## config.mk

```make
export PLATFORM = sky130hd
export DESIGN_NAME = pwm_multichannel
export DESIGN_NICKNAME = d
export VERILOG_FILES = /design/src/rtl/pwm_pkg.sv /design/src/rtl/pwm_timebase.sv /design/src/rtl/pwm_multichannel.sv
export SDC_FILE = /design/constraint.sdc
export NUM_CORES = 1
export LEC_CHECK = 0
export BUFFER_PORTS_ARGS = -buffer_cell sky130_fd_sc_hd__buf_4
export CAP_MARGIN = 20
export CORE_MARGIN = 2
export CORE_UTILIZATION = 36
export CTS_BUF_LIST = sky130_fd_sc_hd__clkbuf_2
export DETAILED_ROUTE_END_ITERATION = 16
export PLACE_DENSITY = 0.55
export SYNTH_ARGS = -nofsm -noshare
export SYNTH_HDL_FRONTEND = slang
export SYNTH_SLANG_ARGS = --single-unit
```

## constraint.sdc

```tcl
create_clock -name clk -period 2.45 [get_ports clk]
set_input_delay 0 -clock clk [delete_from_list [all_inputs] [get_ports clk]]
set_output_delay 0 -clock clk [all_outputs]
set_load 0.02 [all_outputs]
```

## src/rtl/pwm_pkg.sv

```systemverilog
// rtl/pwm_pkg.sv - shared encodings and default sizes for the multi-channel PWM
package pwm_pkg;

  localparam logic MODE_EDGE   = 1'b0;
  localparam logic MODE_CENTER = 1'b1;

  typedef enum logic {
    DIR_UP   = 1'b0,
    DIR_DOWN = 1'b1
  } dir_t;

  localparam int DEF_NUM_CH  = 16;
  localparam int DEF_CNT_W   = 8;
  localparam int DEF_PRESC_W = 8;

endpackage

```

## src/rtl/pwm_timebase.sv

```systemverilog
// rtl/pwm_timebase.sv - prescaler, up/up-down counter, boundary detect and shadowed timing parameters
module pwm_timebase
  import pwm_pkg::*;
#(
  parameter int CNT_W   = DEF_CNT_W,
  parameter int PRESC_W = DEF_PRESC_W
) (
  input  logic               clk,
  input  logic               rst,
  input  logic               run,
  input  logic               mode,
  input  logic [CNT_W-1:0]   top,
  input  logic [PRESC_W-1:0] prescale,
  output logic [CNT_W-1:0]   cnt,
  output logic               load,
  output logic               period_end
);

  logic [PRESC_W-1:0] presc_cnt;
  logic [PRESC_W-1:0] prescale_act;
  logic [CNT_W-1:0]   top_act;
  logic [CNT_W-1:0]   cnt_nxt;
  logic               mode_act;
  logic               tick;
  logic               boundary;
  dir_t               dir;
  dir_t               dir_nxt;

  always_comb begin
    tick     = (presc_cnt == prescale_act);
    cnt_nxt  = cnt;
    dir_nxt  = dir;
    boundary = 1'b0;
    if (tick) begin
      if (mode_act == MODE_EDGE) begin
        if (cnt == top_act) begin
          cnt_nxt  = '0;
          boundary = 1'b1;
        end else begin
          cnt_nxt = cnt + 1'b1;
        end
      end else if (dir == DIR_UP) begin
        // Turnaround holds the peak value for one extra tick, so top_act = all-ones never wraps.
        if (cnt == top_act) dir_nxt = DIR_DOWN;
        else                cnt_nxt = cnt + 1'b1;
      end else begin
        if (cnt == '0) begin
          dir_nxt  = DIR_UP;
          boundary = 1'b1;
        end else begin
          cnt_nxt = cnt - 1'b1;
        end
      end
    end
    // While idle the duty and timing shadows are transparent.
    load = !run || boundary;
  end

  always_ff @(posedge clk) begin
    if (rst) begin
      presc_cnt    <= '0;
      cnt          <= '0;
      dir          <= DIR_UP;
      period_end   <= 1'b0;
      mode_act     <= MODE_EDGE;
      top_act      <= '0;
      prescale_act <= '0;
    end else if (!run) begin
      presc_cnt    <= '0;
      cnt          <= '0;
      dir          <= DIR_UP;
      period_end   <= 1'b0;
      mode_act     <= mode;
      top_act      <= top;
      prescale_act <= prescale;
    end else begin
      presc_cnt  <= tick ? '0 : presc_cnt + 1'b1;
      cnt        <= cnt_nxt;
      dir        <= dir_nxt;
      period_end <= boundary;
      if (boundary) begin
        mode_act     <= mode;
        top_act      <= top;
        prescale_act <= prescale;
      end
    end
  end

endmodule

```

## src/rtl/pwm_multichannel.sv

```systemverilog
// rtl/pwm_multichannel.sv - parametrised PWM generator with double-buffered per-channel duty
module pwm_multichannel
  import pwm_pkg::*;
#(
  parameter int NUM_CH  = DEF_NUM_CH,
  parameter int CNT_W   = DEF_CNT_W,
  parameter int PRESC_W = DEF_PRESC_W
) (
  input  logic                      clk,
  input  logic                      rst,
  input  logic                      run,
  input  logic                      mode,
  input  logic [CNT_W-1:0]          top,
  input  logic [PRESC_W-1:0]        prescale,
  input  logic                      wr_en,
  input  logic [$clog2(NUM_CH)-1:0] wr_ch,
  input  logic [CNT_W-1:0]          wr_duty,
  input  logic [NUM_CH-1:0]         en_out,
  input  logic [NUM_CH-1:0]         en_pwm,
  output logic [NUM_CH-1:0]         out,
  output logic                      period_end
);

  localparam int              CH_W     = $clog2(NUM_CH);
  localparam logic [CNT_W-1:0] DUTY_MAX = '1;

  logic [CNT_W-1:0] cnt;
  logic             load;

  pwm_timebase #(
    .CNT_W   (CNT_W),
    .PRESC_W (PRESC_W)
  ) u_timebase (
    .clk        (clk),
    .rst        (rst),
    .run        (run),
    .mode       (mode),
    .top        (top),
    .prescale   (prescale),
    .cnt        (cnt),
    .load       (load),
    .period_end (period_end)
  );

  for (genvar i = 0; i < NUM_CH; i++) begin : g_ch
    logic [CNT_W-1:0] duty_shadow;
    logic [CNT_W-1:0] duty_act;
    logic             wr_hit;
    logic             pwm;
    logic             out_q;

    // Indices with no matching slice simply fall through, which drops out-of-range writes.
    assign wr_hit = wr_en && (wr_ch == CH_W'(i));
    assign pwm    = run && ((duty_act == DUTY_MAX) || (cnt < duty_act));
    assign out[i] = out_q;

    always_ff @(posedge clk) begin
      if (rst) begin
        duty_shadow <= '0;
        duty_act    <= '0;
        out_q       <= 1'b0;
      end else begin
        if (wr_hit) duty_shadow <= wr_duty;
        if (load)   duty_act    <= wr_hit ? wr_duty : duty_shadow;
        out_q <= en_out[i] & (en_pwm[i] ? pwm : 1'b1);
      end
    end
  end

endmodule

```

==> impl_metrics.toml, run 1 <==
[status]
status = "completed"

[pwr]
max-vdd-ir-drop_uv = 335.8
p_comb_share_pct = 11.1
pwr-share-clk_pct = 37.6
swShare_pct = 28.55
power_frac_seq_pct = 51.3
p_int_w = 0.007134
p_total_w = 0.009985
p_per_area_nw_per_um2 = 562.4
power_switching_w = 0.002851
leakagePower_nw = 6.989

[min_path]
min_to = "g_ch[0].duty_shadow[6]$_SDFF_PP0_"
hold_class = "in2reg"
hold-path-cell-count = 4
min-delay-start = "wr_duty[6]"

[cells_and_area]
final_nets = 2007
fin_area_um2 = 17750
drive_above_1_share_pct = 14.30
syn_to_final_growth_pct = 23.66
fillCellCount = 3898

[drt]
wirelength_um = 40190
num_vias = 11920
wl_per_cell_um = 16.64
avgViaCountPerCell = 4.936
drc = 0
detail-route-antenna-nets = 0
drtIter0Drc = 732
firstDrtPassIters = 5

[synth]
syn_nets = 1755
synth_edf_count = 0
syn_area_um2 = 14360
async_flop_share_pct = 0
yosysSeqAreaShare_pct = 42.81
synth_cell_types = 52
synth_ff_type = "dfxtp_1"
yosys_warnings = 0
synth_seq_cells = 307
avgSynthCellArea_um2 = 9.121
syn_inst = 1574

[placed_design]
placed_cell_area_um2 = 15600
portBuffers = 81
gp_congestion = 0.8162
place_hpwl_um = 24410

[sta]
finClkSkew_ns = 0.07576
period_share_pct = 95.24
worst_slew_margin_rel_pct = 56.03
worst_pin_slew_ns = 0.6573
layout_min_cycle_time_ns = 2.333
final_hold_viol_count = 0
final_max_slew_viol_count = 0
rsz0062_at_grt = "no"
setup-tns-final_ns = 0
setup_viol = 0
max_freq_mhz = 428.6

[worst_setup_path]
worstPathRequired_ns = 3.32
end_kind = "register"
arrival_ns = 3.20
r2r-end = "g_ch[0].out_q$_SDFF_PP0_"
crit_path_start_kind = "register"
worstSetupPathType = "reg2reg"
r2r_slack_ns = 0.12
r2r.worst_path.cells = 9
timing.rr.start = "u_timebase.cnt[7]$_SDFFE_PP0P_"
critical_path_peak_fanout = 8

[clock_tree]
cts_htree_levels = 3
cts_sinks = 307
cts_root_buf = "clkbuf_2"
cts-buffers-inserted = 84
worstSkewPairLatency_ns = 0.95
cts_setup_buffers = 0
cts.path.max_buffers = 3
cts_tree = "yes"
path_clk_slew_ns = 0.10

[floorplanning]
die_y_um = 203.7
start_util_pct = 36.30
io_pins = 82
design.die.area_um2 = 41490
row_count = 73
coreArea_um2 = 39550
dieWidth_um = 203.7

[global_route]
grtUsageTotal_pct = 19.53
grt_first_pass_wirelength_um = 63490
grt_max_degree = 132
grt-ovfl-total = 0
antenna_found_initial = 2
grt_pass1_vias = 11930

[run]
maxCapViolCount = 0
## worst max-delay path by stage
stage	start	to	cells past startpoint
global route	u_timebase.cnt[7]$_SDFFE_PP0P_	g_ch[0].out_q$_SDFF_PP0_	9
floorplan	u_timebase.cnt[1]$_SDFFE_PP0P_	u_timebase.prescale_act[1]$_SDFFE_PP0P_	10
finish	u_timebase.cnt[7]$_SDFFE_PP0P_	g_ch[0].out_q$_SDFF_PP0_	9
CTS	u_timebase.cnt[7]$_SDFFE_PP0P_	g_ch[0].out_q$_SDFF_PP0_	9
detailed placement	u_timebase.cnt[7]$_SDFFE_PP0P_	g_ch[11].duty_act[2]$_SDFFE_PP0P_	8
global placement	u_timebase.cnt[7]$_SDFFE_PP0P_	g_ch[11].duty_act[7]$_SDFFE_PP0P_	7
## cells in the final DEF, fill, tap and decap left out, drive strengths merged, types with 3 or more instances in the layout
| master | n |
|---|---|
| inv | 117 |
| clkinv | 20 |
| a21oi | 41 |
| o41ai | 10 |
| nand2b | 11 |
| nand3 | 24 |
| o21a | 10 |
| nor3 | 3 |
| or3 | 7 |
| o21ai | 48 |
| mux2i | 139 |
| xnor2 | 19 |
| a211o | 8 |
| nor2 | 171 |
| nand2 | 178 |
| nand3b | 3 |
| a21o | 14 |
| buf | 131 |
| nor4b | 7 |
| nor2b | 9 |
| nand4b | 10 |
| ha | 116 |
| o2111ai | 6 |
| dlygate4sd3 | 138 |
| o22ai | 3 |
| a221oi | 6 |
| clkbuf | 127 |
| xor2 | 5 |
| dfxtp | 307 |
| a21boi | 9 |
| o31ai | 121 |
| nand4 | 30 |
| and3 | 10 |
| a31oi | 10 |
## metal layers
layer	part of all wire (%)	vias to the layer above	global-route usage (%)
li1	-	6046	-
met1	47	5542	26.11
met2	46	256	31.67
met3	5.0	77	3.531
met4	2.3	0	6.621
met5	0	-	0
## flip-flops by register name (all words and copies together) (netlist names)
signal                   cells
u_timebase.period_end        1
g_ch.out_q                  16
u_timebase.dir               1
u_timebase.presc_cnt         8
u_timebase.cnt               8
u_timebase.mode_act          1
g_ch.duty_shadow           128
u_timebase.prescale_act      8
g_ch.duty_act              128
u_timebase.top_act           8
## Yosys cell counts (10+ instances only)
master | n | area, µm²
a21o_1 | 14 | 105.1
buf_6 | 10 | 112.6
a21oi_1 | 41 | 205.2
dfxtp_1 | 307 | 6146
xnor2_1 | 19 | 166.4
a31oi_1 | 10 | 62.56
o21a_1 | 10 | 75.07
o21ai_0 | 47 | 235.2
nor2_1 | 171 | 641.9
o31ai_1 | 121 | 908.4
nand4_1 | 30 | 187.7
clkbuf_1 | 52 | 195.2
mux2i_1 | 139 | 1391
and3_1 | 10 | 62.56
nand2_1 | 178 | 668.1
ha_1 | 116 | 1451
nand2b_1 | 11 | 68.82
o41ai_1 | 10 | 87.58
nand3_1 | 24 | 120.1
buf_4 | 18 | 135.1
buf_2 | 22 | 110.1
nand4b_1 | 10 | 87.58
inv_1 | 115 | 431.7
## cell type report
class | count | area [µm²] | share of cell area, %
Tap cell | 525 | 656.9 | 3.700
Antenna cell | 2 | 5.005 | 0.02819
Timing Repair Buffer | 270 | 2529 | 14.24
Clock buffer | 126 | 630.6 | 3.552
Clock inverter | 22 | 138.9 | 0.7823
Inverter | 117 | 439.2 | 2.474
Multi-Input combinational cell | 1046 | 7207 | 40.59
Sequential cell | 307 | 6147 | 34.63
## power by group through the flow
stage / Combinational [W] / Clock (W) / Sequential [W]
after floorplan: 0.000597 / 0 / 0.00522
after global placement: 0.000943 / 0 / 0.00523
after detailed placement: 0.000950 / 0 / 0.00523
after CTS: 0.00111 / 0.00392 / 0.00512
after global routing: 0.00121 / 0.00418 / 0.00513
final: 0.00111 / 0.00376 / 0.00512
## kinds of logic after synthesis
group	synth area share, %
AO/OA/AOI/OAI	14.19
AND/OR/NAND/NOR	14.69
XOR/XNOR	1.464
adder cells (fa/ha/maj)	10.11
flip-flops	42.81
multiplexers	9.691
buffers and inverters	7.042
## critical path: stages (launching register included)
cell and delay (ns):
dfxtp_2 0.44, buf_4 0.27, ha_1 0.27, nand2_1 0.08
nand4b_1 0.13, a21oi_1 0.15, a31oi_1 0.06, dlygate4sd3_1 0.60
o31ai_1 0.11, buf_4 0.18
## what timing repair did
item	CTS	global route
endpoints found under the setup margin	0	1
hold buffers	138	0
hold endpoints to repair	306	0
resized for setup	0	1
## stage by stage
stage | hold slack (ns) | utilization, % | std cells | setup slack (ns)
global placement | 0.2349 | 39.43 | 2127 | 0.2754
floorplan | 0.1402 | - | 1574 | 0.01203
global route | 0.03187 | 44.89 | 2415 | 0.03506
detailed placement | 0.2430 | 39.43 | 2127 | 0.2163
CTS | 0.0002214 | 44.87 | 2413 | 0.04012
finish | 0.1022 | 44.89 | 2415 | 0.1167
No activity file was read; power rests on OpenSTA's default activity.
==> run 2: changes to the inputs <==
- GPL_TIMING_DRIVEN: default -> 0
- PLACE_DENSITY: 0.55 -> 0.51
==> run 2 against run 1 <==
Compared with the run above: register-to-register slack got worse by 0.07 ns; final cell count grew 4.1%; critical path depth is 1 lower; die area stayed put; hold slack improved by 0.0032 ns; first-iteration DRC count down 7.2%; wire length rose by 18%; largest power group unchanged.
==> impl_metrics.toml, run 2 (same netlist as run 1, synthesis figures left out) <==
[run]
maxCapViolCount = 0

[drt]
drc = 0
drtIter0Drc = 679
wirelength_um = 47460
wl_per_cell_um = 18.88
num_vias = 12610
avgViaCountPerCell = 5.014
detail-route-antenna-nets = 0
firstDrtPassIters = 5

[min_path]
min-delay-start = "en_out[13]"
min_to = "g_ch[13].out_q$_SDFF_PP0_"
hold-path-cell-count = 7
hold_class = "in2reg"

[global_route]
grt_pass1_vias = 12610
antenna_found_initial = 4
grtUsageTotal_pct = 23.03
grt-ovfl-total = 0
grt_first_pass_wirelength_um = 72470
grt_max_degree = 20

[floorplanning]
row_count = 73
dieWidth_um = 203.7
design.die.area_um2 = 41490
die_y_um = 203.7
io_pins = 82
start_util_pct = 36.30
coreArea_um2 = 39550

[clock_tree]
path_clk_slew_ns = 0.10
cts-buffers-inserted = 85
cts.path.max_buffers = 3
cts_tree = "yes"
cts_sinks = 307
worstSkewPairLatency_ns = 1.02
cts_root_buf = "clkbuf_2"
cts_htree_levels = 3

[cells_and_area]
largestRegisters = "g_ch.duty_act (128), g_ch.duty_shadow (128), g_ch.out_q (16)"
fin_area_um2 = 18580
final_core_util_pct = 46.99
drive_above_1_share_pct = 16.52
final_nets = 2101
layout_common_cells = "dfxtp_1, nand2_1, nor2_1"
syn_to_final_growth_pct = 29.44
layout_commonest_cell = "dfxtp_1"

[sta]
layout_min_cycle_time_ns = 2.404
max_freq_mhz = 416.0
setup-tns-final_ns = 0
worst_slew_margin_rel_pct = 27.68
final_max_slew_viol_count = 0
worst_pin_slew_ns = 1.081
fin_hold_ws_ns = 0.1054
finClkSkew_ns = 0.06589
setup_viol = 0
period_share_pct = 98.12
final_hold_viol_count = 0

[status]
status = "completed"

[worst_setup_path]
crit_path_start_kind = "input port"
end_kind = "register"
timing.rr.start = "u_timebase.cnt[0]$_SDFFE_PP0P_"
worstPathRequired_ns = 3.38
r2r-end = "u_timebase.prescale_act[4]$_SDFFE_PP0P_"
critical_path_peak_fanout = 8
r2r_slack_ns = 0.05
worstSetupPathType = "in2reg"
r2r.worst_path.cells = 11
arrival_ns = 3.33

[placed_design]
placed_cell_area_um2 = 15710
gp_congestion = 0.8078
portBuffers = 81
place_hpwl_um = 30320

[pwr]
leakagePower_nw = 7.349
max-vdd-ir-drop_uv = 309.9
p_per_area_nw_per_um2 = 554.0
run 2: cell types whose count changed in the layout (fill, tap and decap cells not counted), sizes merged:
cell	change
clkinvlp	+3
diode	+2
clkbuf	+56
buf	+35
dlygate4sd3	+8
clkinv	-4
bufinv	-1
run 2: final cells by class:
type | instances | area, µm²
Antenna cell | 4 | 10.01
Buffer | 99 | 735.7
Timing Repair Buffer | 264 | 2487
Tap cell | 525 | 656.9
Sequential cell | 307 | 6176
Inverter | 117 | 465.4
Multi-Input combinational cell | 1046 | 7268
Clock buffer | 132 | 660.6
Fill cell | 3916 | 20970
Clock inverter | 20 | 122.6
run 2: repair_timing:
item | CTS | global route
pin swaps | 5 | 5
cloned | 2 | 1
endpoints found under the setup margin | 164 | 147
endpoints found under the hold margin | 283 | 0
buffers inserted | 21 | 12
hold buffers | 146 | 0
resized for setup | 67 | 23
run 2: where the power goes:
part / internal (W) / switching, W
clock network: 0.00154 / 0.00232
registers: 0.00507 / 0.0000446
logic: 0.000604 / 0.000728
total: 0.00721 / 0.00309
run 2: worst max-delay path by stage:
stage                                              start                                 endpoint  slack [ns]  cells past startpoint
after detailed placement  u_timebase.cnt[0]$_SDFFE_PP0P_         g_ch[3].duty_act[7]$_SDFFE_PP0P_       -1.63                     11
final                                           wr_ch[1]        g_ch[0].duty_shadow[5]$_SDFF_PP0_        0.05                      8
after floorplan           u_timebase.cnt[1]$_SDFFE_PP0P_  u_timebase.prescale_act[1]$_SDFFE_PP0P_        0.01                     10
after global routing      u_timebase.cnt[0]$_SDFFE_PP0P_         g_ch[5].duty_act[6]$_SDFFE_PP0P_      -0.006                     11
after CTS                 u_timebase.cnt[0]$_SDFFE_PP0P_         g_ch[3].duty_act[7]$_SDFFE_PP0P_        0.02                     11
after global placement    u_timebase.cnt[0]$_SDFFE_PP0P_         g_ch[3].duty_act[7]$_SDFFE_PP0P_       -1.71                     11
run 2: per-layer routing:
layer | track usage, % | share of wire, % | up-vias
li1 | - | - | 6238
met1 | 30.01 | 47 | 5989
met2 | 36.82 | 45 | 277
met3 | 4.219 | 4.0 | 101
met4 | 10.87 | 4.2 | 0
met5 | 0 | 0 | -
run 2: critical path: stages:
cell	delay, ns
dlygate4sd3_1	0.55
buf_4	0.17
nor2_1	0.29
dlygate4sd3_1	0.83
nand3_1	0.12
dlygate4sd3_1	0.59
a21oi_1	0.21
dlygate4sd3_1	0.57
run 2: per-stage QoR:
| step | setup slack (ns) | power, W | cells |
|---|---|---|---|
| floorplan | 0.01203 | 0.005821 | 1574 |
| global placement | -1.711 | 0.006237 | 2180 |
| detailed placement | -1.634 | 0.006243 | 2183 |
| CTS | 0.01610 | 0.01038 | 2500 |
| global route | -0.006301 | 0.01079 | 2514 |
| finish | 0.04608 | 0.01030 | 2514 |
==> run 3: changes to the inputs <==
- CELL_PAD_IN_SITES_DETAIL_PLACEMENT: default -> 0
- CELL_PAD_IN_SITES_GLOBAL_PLACEMENT: default -> 1
- PLACE_DENSITY: 0.51 -> 0.63
==> run 3 against run 2 <==
Compared with the run above: fmax grew 1.6%; total power shrank 1.1%; register-to-register slack gained 0.04 ns; final cell count shrank 0.64%; worst setup slack gained 0.039 ns; die area is the same; largest cell class unchanged.
==> impl_metrics.toml, run 3 (same netlist as run 1, synthesis figures left out) <==
[cells_and_area]
fillCellCount = 3940
final_nets = 2097
layout_commonest_cell = "dfxtp_1"
drive_above_1_share_pct = 16.13
multi_input_area_um2 = 7246
regArea_um2 = 6176
layout_common_cells = "dfxtp_1, nand2_1, nor2_1"
largestRegisters = "g_ch.duty_act (128), g_ch.duty_shadow (128), g_ch.out_q (16)"
fin_cells = 2498
final_core_util_pct = 46.79
syn_to_final_growth_pct = 28.89

[pwr]
p_per_area_nw_per_um2 = 550.5
p_total_w = 0.01019
leakagePower_nw = 7.307
max-vdd-ir-drop_uv = 354.7

[sta]
layout_min_cycle_time_ns = 2.365
finClkSkew_ns = 0.1034
rsz0062_at_grt = "yes"
worst_pin_slew_ns = 1.084
setup_viol = 0
worst_slew_margin_rel_pct = 27.47
max_freq_mhz = 422.8
final_hold_viol_count = 0
period_share_pct = 96.53
final_max_slew_viol_count = 0

[placed_design]
place_hpwl_um = 30800
placed_cells = 2184
portBuffers = 81
gp_congestion = 0.7972

[global_route]
grt_pass1_vias = 12440
antenna_found_initial = 2
grt-ovfl-total = 0
grtUsageTotal_pct = 23.00
grt_max_degree = 17
grt_first_pass_wirelength_um = 72470

[drt]
drc = 0
wl_per_cell_um = 19.08
detail-route-antenna-nets = 0
wirelength_um = 47670
firstDrtPassIters = 5
drtIter0Drc = 638
num_vias = 12500
avgViaCountPerCell = 5.003

[floorplanning]
io_pins = 82
coreArea_um2 = 39550
design.die.area_um2 = 41490
row_count = 73
dieWidth_um = 203.7
start_util_pct = 36.30
die_y_um = 203.7

[min_path]
min-delay-start = "en_pwm[11]"
hold_class = "in2reg"

[worst_setup_path]
critPathSlowestCell = "dfxtp_4"
arrival_ns = 3.15
timing.rr.start = "u_timebase.cnt[0]$_SDFFE_PP0P_"
end_kind = "register"
critical_path_peak_fanout = 10
crit_path_start_kind = "register"
crit_path_max_incr_delay_ns = 0.40
crit_path_start = "u_timebase.cnt[0]$_SDFFE_PP0P_"
worstSetupPathType = "reg2reg"
crit_chain = "clkbuf_16, clkinv_16, ha_4, nor3b_4, nand4_1, o31a_1, o21ai_4, buf_6, bufbuf_16, buf_6, o31ai_1"
cpMostUsedCell = "buf_6"
worstPathRequired_ns = 3.24

[status]
status = "completed"

[clock_tree]
path_clk_slew_ns = 0.10
cts-buffers-inserted = 86
cts_sinks = 307
cts.path.max_buffers = 3
cts_htree_levels = 3
cts_tree = "yes"
worstSkewPairLatency_ns = 0.98
cts_root_buf = "clkbuf_2"

[run]
maxCapViolCount = 0
-- run 3: cell types whose count changed in the layout (fill, tap and decap cells not counted), moves of 3 or more --
cell,previous run,this run
buf_8,10,15
clkbuf_2,132,125
buf_12,7,3
clkinvlp_4,3,0
dlygate4sd3_1,146,138
clkinv_1,14,17
-- run 3: stage by stage --
stage / setup slack [ns] / instance area (µm²) / TNS, ns / hold slack, ns
floorplan: 0.01203 / 14360 / 0 / 0.1402
global placement: -1.931 / 15620 / -293.38 / 0.2345
detailed placement: -1.868 / 15700 / -281.15 / 0.2422
CTS: -0.0002522 / 18200 / -0.0002522 / 0.003711
global route: -0.03561 / 18500 / -0.07097 / 0.08125
finish: 0.08492 / 18500 / 0 / 0.08515
-- run 3: final timing paths --
check             cells after the start                                end  slack, ns
hold reg to reg                       2  g_ch[0].duty_shadow[0]$_SDFF_PP0_       0.47
setup reg to reg                     11   g_ch[0].duty_act[6]$_SDFFE_PP0P_       0.08
hold / removal                        5          g_ch[11].out_q$_SDFF_PP0_       0.09
setup / recovery                     11   g_ch[0].duty_act[6]$_SDFFE_PP0P_       0.08
-- run 3: timing repair --
action	CTS	global route
endpoints found under the setup margin	167	151
pin swaps	4	3
hold buffers	138	1
setup buffers	23	7
endpoints found under the hold margin	267	6
gates resized for setup	39	60
gates cloned	2	3
-- run 3: area by class of cell --
cell class | instances | share of cell area [%]
inverters | 117 | 2.515
clock buffers | 122 | 3.300
flip-flops and latches | 307 | 33.38
diodes | 2 | 0.02705
well taps | 525 | 3.550
clock inverters | 21 | 0.7235
multi-input cells | 1046 | 39.16
repair buffers | 260 | 13.42
plain buffers | 98 | 3.935
-- run 3: worst max-delay path: cells and delay by family (launching register included) --
kind | cells | cell delay, ns
buffers and inverters | 5 | 0.84
AOI/OAI and AO/OA | 3 | 0.49
DFF | 1 | 0.40
and+or+nand+nor | 2 | 0.34
adders and majority gates | 1 | 0.12
-- run 3: report_power, final --
| group | internal (W) | switching [W] | total [W] |
|---|---|---|---|
| Clock | 0.00152 | 0.00223 | 0.00375 |
| Combinational | 0.000602 | 0.000718 | 0.00132 |
| Sequential | 0.00507 | 0.0000458 | 0.00511 |
| Total | 0.00719 | 0.00299 | 0.0102 |
-- run 3: routing by layer --
metal | routed length, µm | track usage [%] | share of wire [%] | up-vias
met5 | 0 | 0 | 0 | -
met4 | 987 | 7.404 | 2.1 | 0
met3 | 1975 | 3.372 | 4.1 | 72
met2 | 22370 | 38.62 | 47 | 266
met1 | 22330 | 30.31 | 47 | 5928
li1 | - | - | - | 6231
